### src/rtl/hazard_pkg.sv
// Shared types for the pipeline hazard controller: FSM state, resume encoding and register index width.
// Optional performance counters are enabled in the top module with the HAZARD_PERF_EN macro.
package hazard_pkg;

  localparam int REG_W = 5;

  typedef enum logic [1:0] {
    RUN      = 2'd0,
    LU_STALL = 2'd1,
    REDIRECT = 2'd2,
    MEM_WAIT = 2'd3
  } state_t;

  // The resume register remembers which state a memory freeze interrupted
  typedef enum logic [1:0] {
    RES_RUN      = 2'd0,
    RES_LU_STALL = 2'd1,
    RES_REDIRECT = 2'd2
  } resume_t;

  function automatic state_t resume_to_state(input resume_t r);
    state_t s;
    case (r)
      RES_LU_STALL: s = LU_STALL;
      RES_REDIRECT: s = REDIRECT;
      default:      s = RUN;
    endcase
    return s;
  endfunction

  function automatic resume_t state_to_resume(input state_t s);
    resume_t r;
    case (s)
      LU_STALL: r = RES_LU_STALL;
      REDIRECT: r = RES_REDIRECT;
      default:  r = RES_RUN;
    endcase
    return r;
  endfunction

endpackage

### src/rtl/hazard_detect.sv
// Load-use hazard comparator: a load in EX whose destination feeds an ID source operand.
// Register x0 never creates a dependency.
module hazard_detect
  import hazard_pkg::*;
(
  input  logic             ex_mem_read,
  input  logic [REG_W-1:0] ex_rd,
  input  logic [REG_W-1:0] id_rs1,
  input  logic [REG_W-1:0] id_rs2,
  output logic             load_use
);

  logic rd_nonzero;
  logic rs_match;

  assign rd_nonzero = (ex_rd != '0);
  assign rs_match   = (ex_rd == id_rs1) || (ex_rd == id_rs2);
  assign load_use   = ex_mem_read && rd_nonzero && rs_match;

endmodule

### src/rtl/pipeline_hazard_ctrl.sv
// Pipeline hazard controller: load-use stalls, taken-branch flushes and data-memory freezes.
// Define HAZARD_PERF_EN to add the saturating stall_cycles / flush_events counters.
module pipeline_hazard_ctrl
  import hazard_pkg::*;
#(
  parameter int CNT_W = 16
) (
  input  logic             clk,
  input  logic             reset,
  input  logic             branch_taken,
  input  logic             ex_mem_read,
  input  logic [REG_W-1:0] ex_rd,
  input  logic [REG_W-1:0] id_rs1,
  input  logic [REG_W-1:0] id_rs2,
  input  logic             mem_busy,
  output logic             pc_write,
  output logic             ifid_write,
  output logic             idex_write,
  output logic             exmem_write,
  output logic             ifid_flush,
  output logic             idex_flush,
  output logic             memwb_flush
`ifdef HAZARD_PERF_EN
  ,
  output logic [CNT_W-1:0] stall_cycles,
  output logic [CNT_W-1:0] flush_events
`endif
);

  function automatic logic [CNT_W-1:0] sat_inc(input logic [CNT_W-1:0] v);
    return (v == {CNT_W{1'b1}}) ? v : v + 1'b1;
  endfunction

  state_t  state;
  state_t  state_next;
  state_t  eff_state;
  resume_t resume;
  resume_t resume_next;
  logic    load_use;

  hazard_detect u_detect (
    .ex_mem_read (ex_mem_read),
    .ex_rd       (ex_rd),
    .id_rs1      (id_rs1),
    .id_rs2      (id_rs2),
    .load_use    (load_use)
  );

  // A released freeze behaves as the interrupted state within the same cycle
  always_comb begin
    eff_state = state;
    if (state == MEM_WAIT && !mem_busy) begin
      eff_state = resume_to_state(resume);
    end
  end

  always_comb begin
    pc_write    = 1'b1;
    ifid_write  = 1'b1;
    idex_write  = 1'b1;
    exmem_write = 1'b1;
    ifid_flush  = 1'b0;
    idex_flush  = 1'b0;
    memwb_flush = 1'b0;
    state_next  = eff_state;
    resume_next = resume;

    if (reset) begin
      pc_write    = 1'b0;
      ifid_write  = 1'b0;
      idex_write  = 1'b0;
      exmem_write = 1'b0;
      ifid_flush  = 1'b1;
      idex_flush  = 1'b1;
      memwb_flush = 1'b1;
      state_next  = RUN;
      resume_next = RES_RUN;
    end else if (mem_busy) begin
      pc_write    = 1'b0;
      ifid_write  = 1'b0;
      idex_write  = 1'b0;
      exmem_write = 1'b0;
      memwb_flush = 1'b1;
      state_next  = MEM_WAIT;
      if (state != MEM_WAIT) begin
        resume_next = state_to_resume(state);
      end
    end else begin
      case (eff_state)
        RUN: begin
          // A taken branch squashes the dependent younger instruction, so no stall
          if (branch_taken) begin
            ifid_flush = 1'b1;
            idex_flush = 1'b1;
            state_next = REDIRECT;
          end else if (load_use) begin
            pc_write   = 1'b0;
            ifid_write = 1'b0;
            idex_flush = 1'b1;
            state_next = LU_STALL;
          end else begin
            state_next = RUN;
          end
        end
        LU_STALL: begin
          state_next = RUN;
        end
        REDIRECT: begin
          ifid_flush = 1'b1;
          state_next = RUN;
        end
        default: begin
          state_next = RUN;
        end
      endcase
    end
  end

  always_ff @(posedge clk) begin
    if (reset) begin
      state  <= RUN;
      resume <= RES_RUN;
    end else begin
      state  <= state_next;
      resume <= resume_next;
    end
  end

`ifdef HAZARD_PERF_EN
  always_ff @(posedge clk) begin
    if (reset) begin
      stall_cycles <= '0;
      flush_events <= '0;
    end else begin
      if (!pc_write) begin
        stall_cycles <= sat_inc(stall_cycles);
      end
      if (state_next == REDIRECT) begin
        flush_events <= sat_inc(flush_events);
      end
    end
  end
`endif

endmodule

### config.mk
export PLATFORM = sky130hd
export DESIGN_NAME = pipeline_hazard_ctrl
export DESIGN_NICKNAME = d
export VERILOG_FILES = /design/src/rtl/hazard_pkg.sv /design/src/rtl/hazard_detect.sv /design/src/rtl/pipeline_hazard_ctrl.sv
export SDC_FILE = /design/constraint.sdc
export NUM_CORES = 1
export LEC_CHECK = 0
export ABC_AREA = 1
export ABC_CLOCK_PERIOD_IN_PS = 2800
export CORE_AREA = 2 2 39 41
export DETAILED_ROUTE_END_ITERATION = 10
export DIE_AREA = 0 0 41 43
export PLACE_DENSITY = 0.81
export SYNTH_ARGS = -nofsm -noshare
export SYNTH_HDL_FRONTEND = slang
export SYNTH_SLANG_ARGS = --single-unit
### constraint.sdc
create_clock -name clk -period 2.8 [get_ports clk]
set_input_delay 0.56 -clock clk [delete_from_list [all_inputs] [get_ports clk]]
set_output_delay 0.56 -clock clk [all_outputs]
set_load 0.02 [all_outputs]
==> results.toml <==
[status]
status = "finished clean"

[die]
die-area_um2 = 1760
die_h_um = 43
ios = 27
die_w_um = 41
rows = 14
start_util_pct = 34.0
core_area_um2 = 1380

[synthesis]
synth_seq_cells = 4
synth_cell_types = 19
synth_compound_area_share_pct = 10.4
yosysSeqAreaShare_pct = 17.0
avgSynthCellArea_um2 = 5.29
netlist_instances = 89
synth-simple-area-share_pct = 48.9
synth-xor-area-share_pct = 3.72
yosys_warnings = 0
yosysTopAreaCell = "nand2_1"
synth_top_family_by_area = "simple AND/OR/NAND/NOR gates"
synth_nets = 109
synth.area.top_cells = "nand2_1 26%, dfxtp_1 17%, inv_1 11%"
muxShareOfSynthArea_pct = 0
synth_top_area_share_pct = 25.5
yosys.area_share.adder_pct = 0
syn_area_um2 = 470

[grt]
met1_usage_pct = 14.4
use_met2_pct = 26.3
grt_pass1_wl_um = 1780
grt_pass1_vias = 534
grt.busiest_layer = "met2"
grt_max_degree = 5
grt_antenna_before_repair = 0
use_met3_pct = 3.14
overflow = 0
grt.total_usage_pct = 14.1

[clock_network]
cts_setup_buffers = 0
cts_hold_buf = 0
cts.sinks = 4
clkLatencyLatePin_ns = 0.23
clk_pin_slew_worst_paths_ns = 0.04
cts_max_level = 1
cts_buffers = 3
postCtsResizedCells = 3
cts_tree = "done"
clockBufferDepth = 2
cts-root-buf = "clkbuf_4"

[power_and_ir_drop]
p_sw_mw = 0.0731
p_comb_share_pct = 42.0
p_per_area_nw_per_um2 = 299
vdd_drop_max_mv = 0.148
total_power_mw = 0.235
leakagePower_nw = 0.417
p_sw_share_pct = 31.2
seq_power_share_pct = 27.3
pwr-share-clk_pct = 30.7
p_int_mw = 0.162

[critical_path]
ff2ff_setup_slack_ns = 1.66
worstPathRequired_ns = 2.24
worstPathMaxFanout = 4
end_kind = "primary output"
arrival_ns = 2.07
cp-start-kind = "primary input"
criticalPathCategory = "in2out"

[sta]
tns_ns = 0
layout_min_cycle_time_ns = 2.63
max_freq_mhz = 380
slew_viol_final = 0
rsz0062_at_grt = "false"
fin_ws_ns = 0.171
setup_violations = 0
min_period_over_period_pct = 93.9
relSlewSlack_pct = 85.4
finalHoldViolations = 0
tightest_slew_ns = 0.219
skew_ns = 0.000125

[detailed_routing]
final_antenna_net_count = 0
drt-initial-drc-count = 7
drc_errors = 0
drtPass1Iterations = 3
drt-total-wl_um = 1070
detail_route.wl_per_cell_um = 7.85
post_drt_via_cell_ratio = 4.35
via_count = 591

[worst_hold_path]
min_path_type = "reg2reg"

[layout]
drive_above_1_share_pct = 16.7
nFillCells = 147
final_core_util_pct = 56.7
fin_nets = 142
areaGrowthSynthToFinish_pct = 66.8
diodes = 0
postLayoutCellArea_um2 = 785

[place]
dp.final_hpwl_um = 970
portBuffers = 26
dp_worst_setup_slack_ns = -0.0950
gp_congestion = 0.711
place_area_um2 = 766

[job]
drv_cap = 0
[kinds of logic after synthesis]
logic type,Yosys count
and+or+nand+nor,54
AOI/OAI and AO/OA,6
DFF,4
xor gates and xnor gates,2
buffers and inverters,23
[power by group through the flow]
stage / clock, mW / sequential (mW) / combinational [mW]
floorplan: 0 / 0.0642 / 0.0503
global placement: 0 / 0.0647 / 0.0996
detailed placement: 0 / 0.0649 / 0.102
CTS: 0.0747 / 0.0641 / 0.0998
global route: 0.0785 / 0.0644 / 0.109
finish: 0.0721 / 0.0640 / 0.0985
[routing by layer]
metal / vias up / wire length [µm]
met2: 22 / 580
li1: 329 / -
met5: - / 0
met4: 0 / 0
met3: 0 / 73
met1: 240 / 414
[cell usage in the layout, fill, tap and decap left out, types with 3 or more instances in the layout]
master | Yosys | routed
nand2_1 | 32 | 32
nor2_1 | 10 | 10
inv_2 | 6 | 6
dfxtp_1 | 4 | 4
inv_1 | 14 | 14
dlygate4sd2_1 | 0 | 3
nand2_2 | 3 | 3
clkdlybuf4s50_1 | 0 | 23
buf_4 | 2 | 4
clkbuf_4 | 0 | 3
nand3_1 | 5 | 5
[flip-flops by register name, summed over array words and instances, names as in the netlist]
signal	flops
state	2
resume	2
[worst max-delay path: stages]
cell and delay [ns]:
clkdlybuf4s50_1 0.44, inv_2 0.10, nand2_2 0.06, o21ai_4 0.17
nand3_1 0.09, nand2_1 0.06, clkdlybuf4s50_1 0.59
[cell type report]
cell class,instances,area [µm²],share of cell area [%]
repair buffers,30,287,36.5
well taps,16,20.0,2.55
flip-flops and latches,4,80.1,10.2
multi-input cells,62,297,37.8
clock buffers,3,22.5,2.87
inverters,21,78.8,10.0
[cells in the mapped netlist (all sizes together)]
library cell and count:
nand2 35, inv 20, nor2 11, nand3 6
dfxtp 4, a21oi 3, buf 2, o21ai 2
xnor2 2, a221oi 1, clkinv 1, nand4 1
or2 1
[through the flow]
| step | instances | hold WS [ns] |
|---|---|---|
| 4_1_cts | 136 | 0.514 |
| 6_report | 136 | 0.511 |
| 3_3_place_gp | 133 | 0.493 |
| 3_5_place_dp | 133 | 0.506 |
| 2_1_floorplan | 89 | 0.464 |
| 5_1_grt | 136 | 0.535 |
[worst paths after layout]
check             startpoint         end  depth (start not counted)
setup / recovery    mem_busy  ifid_flush                          7
hold / removal     resume[0]   resume[0]                          2
setup reg to reg    state[1]    state[0]                          7
hold reg to reg    resume[0]   resume[0]                          2
Power figures use the tool's default switching activity.
